### config.mk
export PLATFORM = sky130hd
export DESIGN_NAME = wb_gcd_accel
export DESIGN_NICKNAME = d
export VERILOG_FILES = /design/src/rtl/gcd_accel_pkg.sv /design/src/rtl/gcd_engine.sv /design/src/rtl/wb_gcd_accel.sv
export SDC_FILE = /design/constraint.sdc
export NUM_CORES = 1
export LEC_CHECK = 0
export ABC_CLOCK_PERIOD_IN_PS = 5500
export CORE_ASPECT_RATIO = 1.1
export CORE_UTILIZATION = 40
export DETAILED_ROUTE_END_ITERATION = 16
export GPL_ROUTABILITY_DRIVEN = 0
export GPL_TIMING_DRIVEN = 0
export PLACE_DENSITY_LB_ADDON = 0.12
export SLEW_MARGIN = 20
export SYNTH_ARGS = -nofsm -noshare
export SYNTH_HDL_FRONTEND = slang
export SYNTH_SLANG_ARGS = --single-unit
### constraint.sdc
create_clock -name wb_clk_i -period 5.5 [get_ports wb_clk_i]
set_input_delay 1.1 -clock wb_clk_i [delete_from_list [all_inputs] [get_ports wb_clk_i]]
set_output_delay 1.1 -clock wb_clk_i [all_outputs]
set_load 0.02 [all_outputs]
### src/rtl/gcd_accel_pkg.sv
// Shared definitions for the Wishbone GCD accelerator: register offsets,
// CTRL/STATUS bit positions, engine states and the STATUS packing helper.
package gcd_accel_pkg;

    localparam logic [1:0] REG_OPA  = 2'd0;
    localparam logic [1:0] REG_OPB  = 2'd1;
    localparam logic [1:0] REG_CTRL = 2'd2;
    localparam logic [1:0] REG_RES  = 2'd3;

    localparam int CTRL_START   = 0;
    localparam int CTRL_FLUSH   = 1;
    localparam int CTRL_ERR_CLR = 3;

    localparam int STAT_BUSY    = 0;
    localparam int STAT_EMPTY   = 1;
    localparam int STAT_FULL    = 2;
    localparam int STAT_ERR     = 3;
    localparam int STAT_OCC_LSB = 8;

    typedef enum logic [1:0] {
        ST_IDLE,
        ST_CALC,
        ST_DONE
    } eng_state_t;

    function automatic logic [31:0] pack_status(
        input logic       busy,
        input logic       empty,
        input logic       full,
        input logic       err,
        input logic [4:0] occ
    );
        logic [31:0] s;
        s = '0;
        s[STAT_BUSY]  = busy;
        s[STAT_EMPTY] = empty;
        s[STAT_FULL]  = full;
        s[STAT_ERR]   = err;
        s[STAT_OCC_LSB +: 5] = occ;
        return s;
    endfunction

endpackage

### src/rtl/gcd_engine.sv
// Iterative subtract/swap Euclid engine; holds its result in DONE until
// the consumer accepts it.
module gcd_engine
    import gcd_accel_pkg::*;
#(
    parameter int WIDTH = 16
) (
    input  logic             clk,
    input  logic             rst,
    input  logic             start,
    input  logic [WIDTH-1:0] opa,
    input  logic [WIDTH-1:0] opb,
    output logic [WIDTH-1:0] res,
    output logic             res_val,
    input  logic             res_rdy,
    output logic             busy
);

    eng_state_t       state;
    eng_state_t       state_n;
    logic [WIDTH-1:0] a;
    logic [WIDTH-1:0] b;
    logic [WIDTH-1:0] a_n;
    logic [WIDTH-1:0] b_n;

    always_ff @(posedge clk or posedge rst) begin
        if (rst) begin
            state <= ST_IDLE;
            a     <= '0;
            b     <= '0;
        end else begin
            state <= state_n;
            a     <= a_n;
            b     <= b_n;
        end
    end

    always_comb begin
        state_n = state;
        a_n     = a;
        b_n     = b;
        unique case (state)
            ST_IDLE: begin
                if (start) begin
                    a_n     = opa;
                    b_n     = opb;
                    state_n = ST_CALC;
                end
            end
            ST_CALC: begin
                if (a < b) begin
                    a_n = b;
                    b_n = a;
                end else if (b != '0) begin
                    a_n = a - b;
                end else begin
                    state_n = ST_DONE;
                end
            end
            ST_DONE: begin
                if (res_rdy) begin
                    state_n = ST_IDLE;
                end
            end
            default: state_n = ST_IDLE;
        endcase
    end

    assign res     = a;
    assign res_val = (state == ST_DONE);
    assign busy    = (state != ST_IDLE);

endmodule

### src/rtl/wb_gcd_accel.sv
// Wishbone-mapped GCD accelerator: operand regs, engine, result FIFO.
// Interrupt lines are generated only when GCD_ACCEL_IRQ_EN is defined.
module wb_gcd_accel
    import gcd_accel_pkg::*;
#(
    parameter int WIDTH = 16,
    parameter int DEPTH = 4
) (
    input  logic        wb_clk_i,
    input  logic        wb_rst_i,
    input  logic        wbs_stb_i,
    input  logic        wbs_cyc_i,
    input  logic        wbs_we_i,
    input  logic [3:0]  wbs_sel_i,
    input  logic [31:0] wbs_adr_i,
    input  logic [31:0] wbs_dat_i,
    output logic        wbs_ack_o,
    output logic [31:0] wbs_dat_o,
    output logic        busy_o,
    output logic [2:0]  irq
);

    localparam int AW = $clog2(DEPTH);
    localparam int CW = AW + 1;

    logic             valid;
    logic             valid_q;
    logic             hit;
    logic             wr;
    logic             rd;
    logic [1:0]       reg_sel;
    logic [31:0]      rdata;

    logic [WIDTH-1:0] opa;
    logic [WIDTH-1:0] opb;
    logic             err;
    logic             start_q;

    logic             ctrl_wr;
    logic             start_req;
    logic             start_ok;
    logic             start_bad;
    logic             flush;
    logic             err_clr;
    logic             pop_req;
    logic             pop;
    logic             pop_bad;
    logic             push;

    logic             eng_busy;
    logic [WIDTH-1:0] eng_res;
    logic             eng_val;
    logic             eng_rdy;

    logic [WIDTH-1:0] mem [DEPTH];
    logic [AW-1:0]    wr_ptr;
    logic [AW-1:0]    rd_ptr;
    logic [CW-1:0]    count;
    logic             empty;
    logic             full;
    logic [4:0]       occ;

    logic             unused;

    assign unused = ^{wbs_adr_i[31:4], wbs_adr_i[1:0], wbs_dat_i, wbs_sel_i};

    // A transfer is served once, on the cycle valid rises.
    assign valid   = wbs_stb_i & wbs_cyc_i;
    assign hit     = valid & ~valid_q;
    assign wr      = hit & wbs_we_i;
    assign rd      = hit & ~wbs_we_i;
    assign reg_sel = wbs_adr_i[3:2];

    assign ctrl_wr   = wr & (reg_sel == REG_CTRL) & wbs_sel_i[0];
    assign start_req = ctrl_wr & wbs_dat_i[CTRL_START];
    assign flush     = ctrl_wr & wbs_dat_i[CTRL_FLUSH];
    assign err_clr   = ctrl_wr & wbs_dat_i[CTRL_ERR_CLR];
    assign start_ok  = start_req & ~eng_busy & ~start_q;
    assign start_bad = start_req & (eng_busy | start_q);

    assign pop_req = rd & (reg_sel == REG_RES);
    assign pop     = pop_req & ~empty;
    assign pop_bad = pop_req & empty;

    assign empty = (count == '0);
    assign full  = (count == CW'(DEPTH));
    assign occ   = 5'(count);

    // A flush accepts and drops the engine result.
    assign eng_rdy = ~full | pop | flush;
    assign push    = eng_val & eng_rdy & ~flush;

    gcd_engine #(
        .WIDTH(WIDTH)
    ) u_engine (
        .clk    (wb_clk_i),
        .rst    (wb_rst_i),
        .start  (start_q),
        .opa    (opa),
        .opb    (opb),
        .res    (eng_res),
        .res_val(eng_val),
        .res_rdy(eng_rdy),
        .busy   (eng_busy)
    );

    always_comb begin
        rdata = '0;
        unique case (reg_sel)
            REG_OPA:  rdata[WIDTH-1:0] = opa;
            REG_OPB:  rdata[WIDTH-1:0] = opb;
            REG_CTRL: rdata = pack_status(eng_busy, empty, full, err, occ);
            REG_RES: begin
                if (!empty) begin
                    rdata[WIDTH-1:0] = mem[rd_ptr];
                end
            end
        endcase
    end

    always_ff @(posedge wb_clk_i or posedge wb_rst_i) begin
        if (wb_rst_i) begin
            valid_q   <= 1'b0;
            wbs_ack_o <= 1'b0;
            wbs_dat_o <= '0;
        end else begin
            valid_q   <= valid;
            wbs_ack_o <= hit;
            if (rd) begin
                wbs_dat_o <= rdata;
            end
        end
    end

    always_ff @(posedge wb_clk_i or posedge wb_rst_i) begin
        if (wb_rst_i) begin
            opa     <= '0;
            opb     <= '0;
            err     <= 1'b0;
            start_q <= 1'b0;
        end else begin
            for (int i = 0; i < WIDTH; i++) begin
                if (wr && reg_sel == REG_OPA && wbs_sel_i[i/8]) begin
                    opa[i] <= wbs_dat_i[i];
                end
                if (wr && reg_sel == REG_OPB && wbs_sel_i[i/8]) begin
                    opb[i] <= wbs_dat_i[i];
                end
            end
            if (start_bad || pop_bad) begin
                err <= 1'b1;
            end else if (err_clr) begin
                err <= 1'b0;
            end
            start_q <= start_ok;
        end
    end

    always_ff @(posedge wb_clk_i or posedge wb_rst_i) begin
        if (wb_rst_i) begin
            wr_ptr <= '0;
            rd_ptr <= '0;
            count  <= '0;
            for (int i = 0; i < DEPTH; i++) begin
                mem[i] <= '0;
            end
        end else if (flush) begin
            wr_ptr <= '0;
            rd_ptr <= '0;
            count  <= '0;
        end else begin
            if (push) begin
                mem[wr_ptr] <= eng_res;
                wr_ptr      <= wr_ptr + 1'b1;
            end
            if (pop) begin
                rd_ptr <= rd_ptr + 1'b1;
            end
            count <= count + CW'(push) - CW'(pop);
        end
    end

    assign busy_o = eng_busy;

`ifdef GCD_ACCEL_IRQ_EN
    assign irq = {1'b0, err, ~empty};
`else
    assign irq = 3'b000;
`endif

endmodule

==> results of run 1 <==
## cell usage in the layout (no fill, tap or decap), drive strengths merged, types with 19 or more instances in the layout
| master | count |
|---|---|
| buf | 36 |
| clkbuf | 48 |
| clkdlybuf4s50 | 40 |
| conb | 19 |
| dfrtp | 157 |
| ha | 22 |
| inv | 38 |
| mux2 | 100 |
| nand2 | 39 |
| nand3 | 26 |
| nor2 | 59 |
| o21ai | 32 |
| o22ai | 21 |
## layer usage
layer	part of all wire	vias up	wire length, um
li1	-	2773	-
met1	0.48	3054	10700
met2	0.47	121	10500
met3	0.035	27	778
met4	0.022	0	483
met5	0	-	0
## worst reg2reg max path, stage by stage, from the launching register on
cell and delay (ps):
dfrtp_1 490, inv_1 100, ha_1 250, fa_1 430
nor2b_2 170, o31a_1 250, o211ai_2 150, a21boi_2 230
a41o_1 210, buf_2 220, buf_1 450, nand2_1 120
o31ai_1 80
## cells by family (layout without fill, tap and decap cells)
family / Yosys count / count (layout) / synth area share
AND/OR/NAND/NOR: 175 / 175 / 0.104
AO/OA/AOI/OAI: 144 / 144 / 0.116
adder cells (fa/ha/maj): 24 / 24 / 0.0376
XOR/XNOR: 15 / 15 / 0.0157
flip-flops: 157 / 157 / 0.468
multiplexers: 118 / 118 / 0.199
buffers and inverters: 98 / 169 / 0.0592
other: 1 / 19 / 0.000447
## area by class of cell
class / instances / area (um^2) / share of cell area
Multi-Input combinational cell: 495 / 4030 / 0.410
Buffer: 60 / 354 / 0.0360
Sequential cell: 157 / 3930 / 0.399
Timing Repair Buffer: 41 / 428 / 0.0435
Tap cell: 256 / 320 / 0.0326
Inverter: 38 / 150 / 0.0153
Clock inverter: 7 / 135 / 0.0137
Clock buffer: 23 / 488 / 0.0496
## state kept, by name, indices dropped and copies added, names as in the netlist
signal / cells
start_q: 1
wr_ptr: 2
valid_q: 1
u_engine.state: 2
rd_ptr: 2
wbs_ack_o: 1
opa: 16
count: 3
mem: 64
err: 1
wbs_dat_o: 16
u_engine.b: 16
u_engine.res: 16
opb: 16
## how the worst max path moves through the flow
stage | slack [ps] | start | to | depth (start not counted)
finish | 1910 | wbs_we_i | count[2] | 12
global route | 1710 | wbs_stb_i | count[2] | 13
CTS | 1910 | wbs_we_i | count[2] | 12
detailed placement | 1480 | wbs_we_i | count[2] | 12
global placement | -1880 | wb_rst_i | u_engine.res[11] | 2
floorplan | 170 | wb_rst_i | count[0] | 1
## metrics by stage
stage | worst slack (ps) | hold WS (ps)
3_3_place_gp | -1880 | 462
5_1_grt | 1710 | 503
4_1_cts | 1910 | 481
2_1_floorplan | 165 | 449
3_5_place_dp | 1480 | 473
6_report | 1910 | 482
## where the power goes
| part | internal (mW) | switching [mW] |
|---|---|---|
| logic | 0.696 | 0.946 |
| registers | 1.35 | 0.281 |
| clock network | 0.801 | 0.457 |
| total | 2.85 | 1.68 |
==> out/qor.yml, run 1 <==
synth_common_cells: "dfrtp_1 (157), mux2_2 (60), nor2_1 (58), mux2_4 (40), inv_1 (38)"
r2r-end: "u_engine.res[5]"
min_period_ps: 3590
grt_overflow_total: 0
synth-edff-count: 0
vias: 5975
ys_seq_area_frac: 0.468
port_buffers: 40
rsz0062_at_grt: "false"
root_buffer: "clkbuf_16"
cp.required_ps: 5810
layout-drive-gt1-share: 0.236
insertion_delay_ps: 430
gr-usage-all-layers: 0.222
diodes: 0
wl_um: 22400
grt_util_met1: 0.309
setup_viol: 0
fmax_ghz: 0.279
dpl_cell_area_mm2: 0.00921
finish.utilization: 0.478
synth_area_leaders: "dfrtp_1 (47%), mux2_2 (8.1%), mux2_4 (7.2%), mux4_2 (4.6%), ha_1 (3.3%)"
yosys.area.top_type_share: 0.468
first_pass_iters: 4
slowest_stage: "clkdlybuf4s50_1"
viasPerCell: 5.55
yosys_most_used_dff: "dfrtp_1"
grt_pass1_wl_um: 35700
syn-cell-area_mm2: 0.00839
numPlacedInstances: 1047
rr_worst_depth: 12
worst_pin_slew_ps: 800
crit_buf_inv: 2
clkTransAtPathRegs_ps: 60
fin_cells: 1077
wl_per_cell_um: 20.8
cpLargestDelayFamily: "simple AND/OR/NAND/NOR gates"
drc: 0
nets: 907
hold_buffers: 0
syn_inst: 732
vdd_ir_drop_max_mv: 0.266
grt_pass1_vias: 6094
cp_common_cell: "nand3_1"
hp-class: "reg2reg"
post_cts_buffers: 0
slew_violations: 0
rows: 55
fin_tns_setup_ps: 0
cts_htree_levels: 4
area.growth.synth_to_final_pct: 17.2
die_x_um: 140
hold_end: "wbs_dat_o[3]"
cpPeakStageDelay_ps: 480
setup.worst_path.end_class: "register"
cts_sinks: 157
yosysUniqueCellTypes: 60
io_pins: 110
core_area_mm2: 0.0206
path_class: "in2reg"
start_util: 0.408
max-slew-margin-rel: 0.465
r2r-start: "u_engine.res[0]"
fin_crit_sh: 0.653
rrSetupSlack_ps: 2250
synth.most_common_cell: "dfrtp_1"
hold_viol: 0
dp_hpwl_um: 17000
power_mw: 4.54
ys_warn_count: 0
min_path_cells: 2
fp.dieArea_mm2: 0.0216
finClkSkew_ps: 8.83
worstPathArrival_ps: 3900
busiest_layer: "met2"
drt-initial-drc-count: 250
cts_buffers: 17
antenna_found_initial: 0
p_leak_nw: 4.71
use_met3: 0.0343
hold_path.startpoint: "wbs_dat_o[3]"
grt_max_degree: 94
synth_top_area_cell: "dfrtp_1"
fp.dieH_um: 154
cap_violations: 0
avgSynthCellArea_um2: 11.5
design_area_mm2: 0.00983
cts_buffer_depth: 2
cts_tree: "done"
worstPathCellList: "clkdlybuf4s50_1 -> nor3_1 -> nand3_1 -> nand3_1 -> nand3b_1 -> nor2_8 -> ha_1 -> inv_1 -> fa_1 -> xor2_1 -> xnor2_1 -> nor2_1"
cp_max_fo: 5
critPathLaunchType: "input port"
grt_use_met2: 0.351
power_density_mw_per_mm2: 461
status: "finished, final reports clean"
num-fill-cells: 1872
postSynth.asyncResetShare: 1.00
synth-seq-cells: 157
cts_resized: 0
ant_nets: 0
Power figures use the tool's default switching activity.
==> inputs of run 2 (changes only) <==
- ABC_CLOCK_PERIOD_IN_PS: 5500 -> 3450
- clock period: 5.5 -> 3.45 ns (I/O delays scaled with it)
==> run 2 against run 1 <==
Net effect: combinational power is 60% higher; worst setup slack worse by 1700 ps; first-iteration DRC count is 34% higher; sequential power is 59% higher; final cell count is 0.46% higher; worst hold slack better by 0.93 ps; clock-buffer cell count is 1 lower; die area stayed put; largest cell class unchanged.
==> out/qor.yml, run 2 (same netlist as run 1, synthesis figures left out) <==
r2r-start: "u_engine.res[0]"  # unchanged
finClkSkew_ps: 6.72  # was 8.83 ps
dp_hpwl_um: 16900  # was 17000 um
path_class: "reg2reg"  # was in2reg
worst_pin_slew_ps: 1070  # was 800 ps
fmax_ghz: 0.311
slew_violations: 0  # unchanged
slowest_stage: "dfrtp_1"  # was clkdlybuf4s50_1
core_area_mm2: 0.0206  # unchanged
hold_buffers: 0  # unchanged
first_pass_iters: 5  # was 4
cpLargestDelayFamily: "compound AO/OA/AOI/OAI gates"  # was simple AND/OR/NAND/NOR gates
max-slew-margin-rel: 0.283  # was 0.465
cts_tree: "done"  # unchanged
p_leak_nw: 4.73  # was 4.71 nW
die_x_um: 140  # unchanged
largest_register: "mem"  # unchanged
hold_viol: 0  # unchanged
vias: 5993  # was 5975
port_buffers: 40  # unchanged
area.growth.synth_to_final_pct: 18.0  # was 17.2%
fp.dieH_um: 154  # unchanged
critPathLaunchType: "register"  # was input port
min_period_ps: 3220
final_common_cell: "dfrtp_1"  # unchanged
num-fill-cells: 1856  # was 1872
grt_pass1_wl_um: 36400  # was 35700 um
grt_overflow_total: 0  # unchanged
power_mw: 7.18  # was 4.54 mW
worstSetupStartpoint: "u_engine.res[0]"  # was wbs_we_i
layout-drive-gt1-share: 0.241  # was 0.236
hp-class: "reg2reg"  # unchanged
grt_max_degree: 35  # was 94
cts_htree_levels: 4  # unchanged
vdd_ir_drop_max_mv: 0.426  # was 0.266 mV
cts_buffer_depth: 2  # unchanged
diodes: 0  # unchanged
status: "finished, final reports clean"  # unchanged
setup_viol: 0  # unchanged
clkTransAtPathRegs_ps: 60  # about the same
gr-usage-all-layers: 0.228  # was 0.222
drc: 0  # unchanged
crit_buf_inv: 2  # unchanged
worstPathCellList: "inv_1 -> ha_1 -> fa_1 -> nor2b_2 -> o31a_1 -> o211ai_2 -> a21boi_2 -> a21oi_2 -> nand2_1 -> clkbuf_1 -> a31oi_1"  # was clkdlybuf4s50_1 -> nor3_1 -> nand3_1 -> nand3_1 -> nand3b_1 -> nor2_8 -> ha_1 -> inv_1 -> fa_1 -> xor2_1 -> xnor2_1 -> nor2_1
wl_um: 22900  # was 22400 um
start_util: 0.408  # unchanged
fin_crit_sh: 0.933
worstPathArrival_ps: 3490  # was 3900 ps
hold_path.startpoint: "wbs_dat_o[8]"  # was wbs_dat_o[3]
io_pins: 110  # unchanged
setup.worst_path.end_class: "register"  # unchanged
rsz0062_at_grt: "false"  # unchanged
nets: 911  # was 907
antenna_found_initial: 0  # unchanged
viasPerCell: 5.54  # was 5.55
cap_violations: 0  # unchanged
wl_per_cell_um: 21.1  # was 20.8 um
cts_sinks: 157  # unchanged
rows: 55  # unchanged
power_density_mw_per_mm2: 725  # was 461 mW/mm^2
root_buffer: "clkbuf_16"  # unchanged
fp.dieArea_mm2: 0.0216  # unchanged
numPlacedInstances: 1051  # was 1047
largest_reg_flops: 64  # unchanged
cts_buffers: 17  # unchanged
fin_cells: 1082  # was 1077
drt-initial-drc-count: 335  # was 250
cp.required_ps: 3720  # was 5810 ps
ant_nets: 0  # unchanged
cp_max_fo: 10  # was 5
cpPeakStageDelay_ps: 490  # was 480 ps
insertion_delay_ps: 430  # about the same
grt_pass1_vias: 6224  # was 6094
mostFrequentLayoutCells: "dfrtp_1 (157), mux2_2 (60), nor2_1 (58)"  # unchanged
## run 2: repair_timing
item / 4_1_cts / 5_1_grt
buffers inserted: 0 / 0
endpoints found under the setup margin: 0 / 10
endpoints found under the hold margin: 0 / 0
resized for setup: 0 / 1
## run 2: worst paths after layout
check / to / depth (start not counted) / slack [ps]
hold / removal: wbs_dat_o[8] / 2 / 480
max in group asynchronous: u_engine.b[5] / 5 / 1800
setup / recovery: u_engine.b[6] / 11 / 230
setup reg to reg: u_engine.b[6] / 11 / 230
min in group asynchronous: mem[12] / 2 / 720
hold reg to reg: wbs_dat_o[8] / 2 / 480
## run 2: area by class of cell
| class | count | area (um^2) | share of cell area |
|---|---|---|---|
| plain buffers | 60 | 355 | 0.0359 |
| inverters | 38 | 146 | 0.0148 |
| flip-flops and latches | 157 | 3930 | 0.397 |
| repair buffers | 45 | 515 | 0.0521 |
| clock buffers | 22 | 464 | 0.0469 |
| clock inverters | 9 | 134 | 0.0135 |
| multi-input cells | 495 | 4030 | 0.407 |
| well taps | 256 | 320 | 0.0324 |
## run 2: report_power, final
group	total (mW)	internal [mW]	switching, mW
Clock	1.94	1.18	0.763
Sequential	2.61	2.16	0.448
Combinational	2.63	1.12	1.51
## run 2: metal layers
layer,global-route usage,part of all wire,vias to the layer above
met5,0,0,-
met4,0.121,0.045,0
met3,0.0396,0.046,41
met2,0.353,0.46,191
met1,0.305,0.45,2979
li1,-,-,2782
## run 2: worst register-to-register path, stage by stage, from the launching register on
cell,delay [ps]
dfrtp_1,490
inv_1,100
ha_1,250
fa_1,450
nor2b_2,170
o31a_1,230
o211ai_2,130
a21boi_2,220
a21oi_2,120
nand2_1,250
clkbuf_1,490
a31oi_1,180
## run 2: metrics by stage
| step | hold WS, ps | area (um^2) | setup TNS (ps) | worst slack [ps] | utilization |
|---|---|---|---|---|---|
| 2_1_floorplan | 449 | 8460 | 0 | 739 | - |
| 3_3_place_gp | 463 | 9180 | -78040 | -511 | 0.446 |
| 3_5_place_dp | 477 | 9300 | -136 | -136 | 0.452 |
| 4_1_cts | 489 | 9890 | 0 | 151 | 0.481 |
| 5_1_grt | 516 | 9890 | 0 | 18.7 | 0.481 |
| 6_report | 482 | 9890 | 0 | 233 | 0.481 |
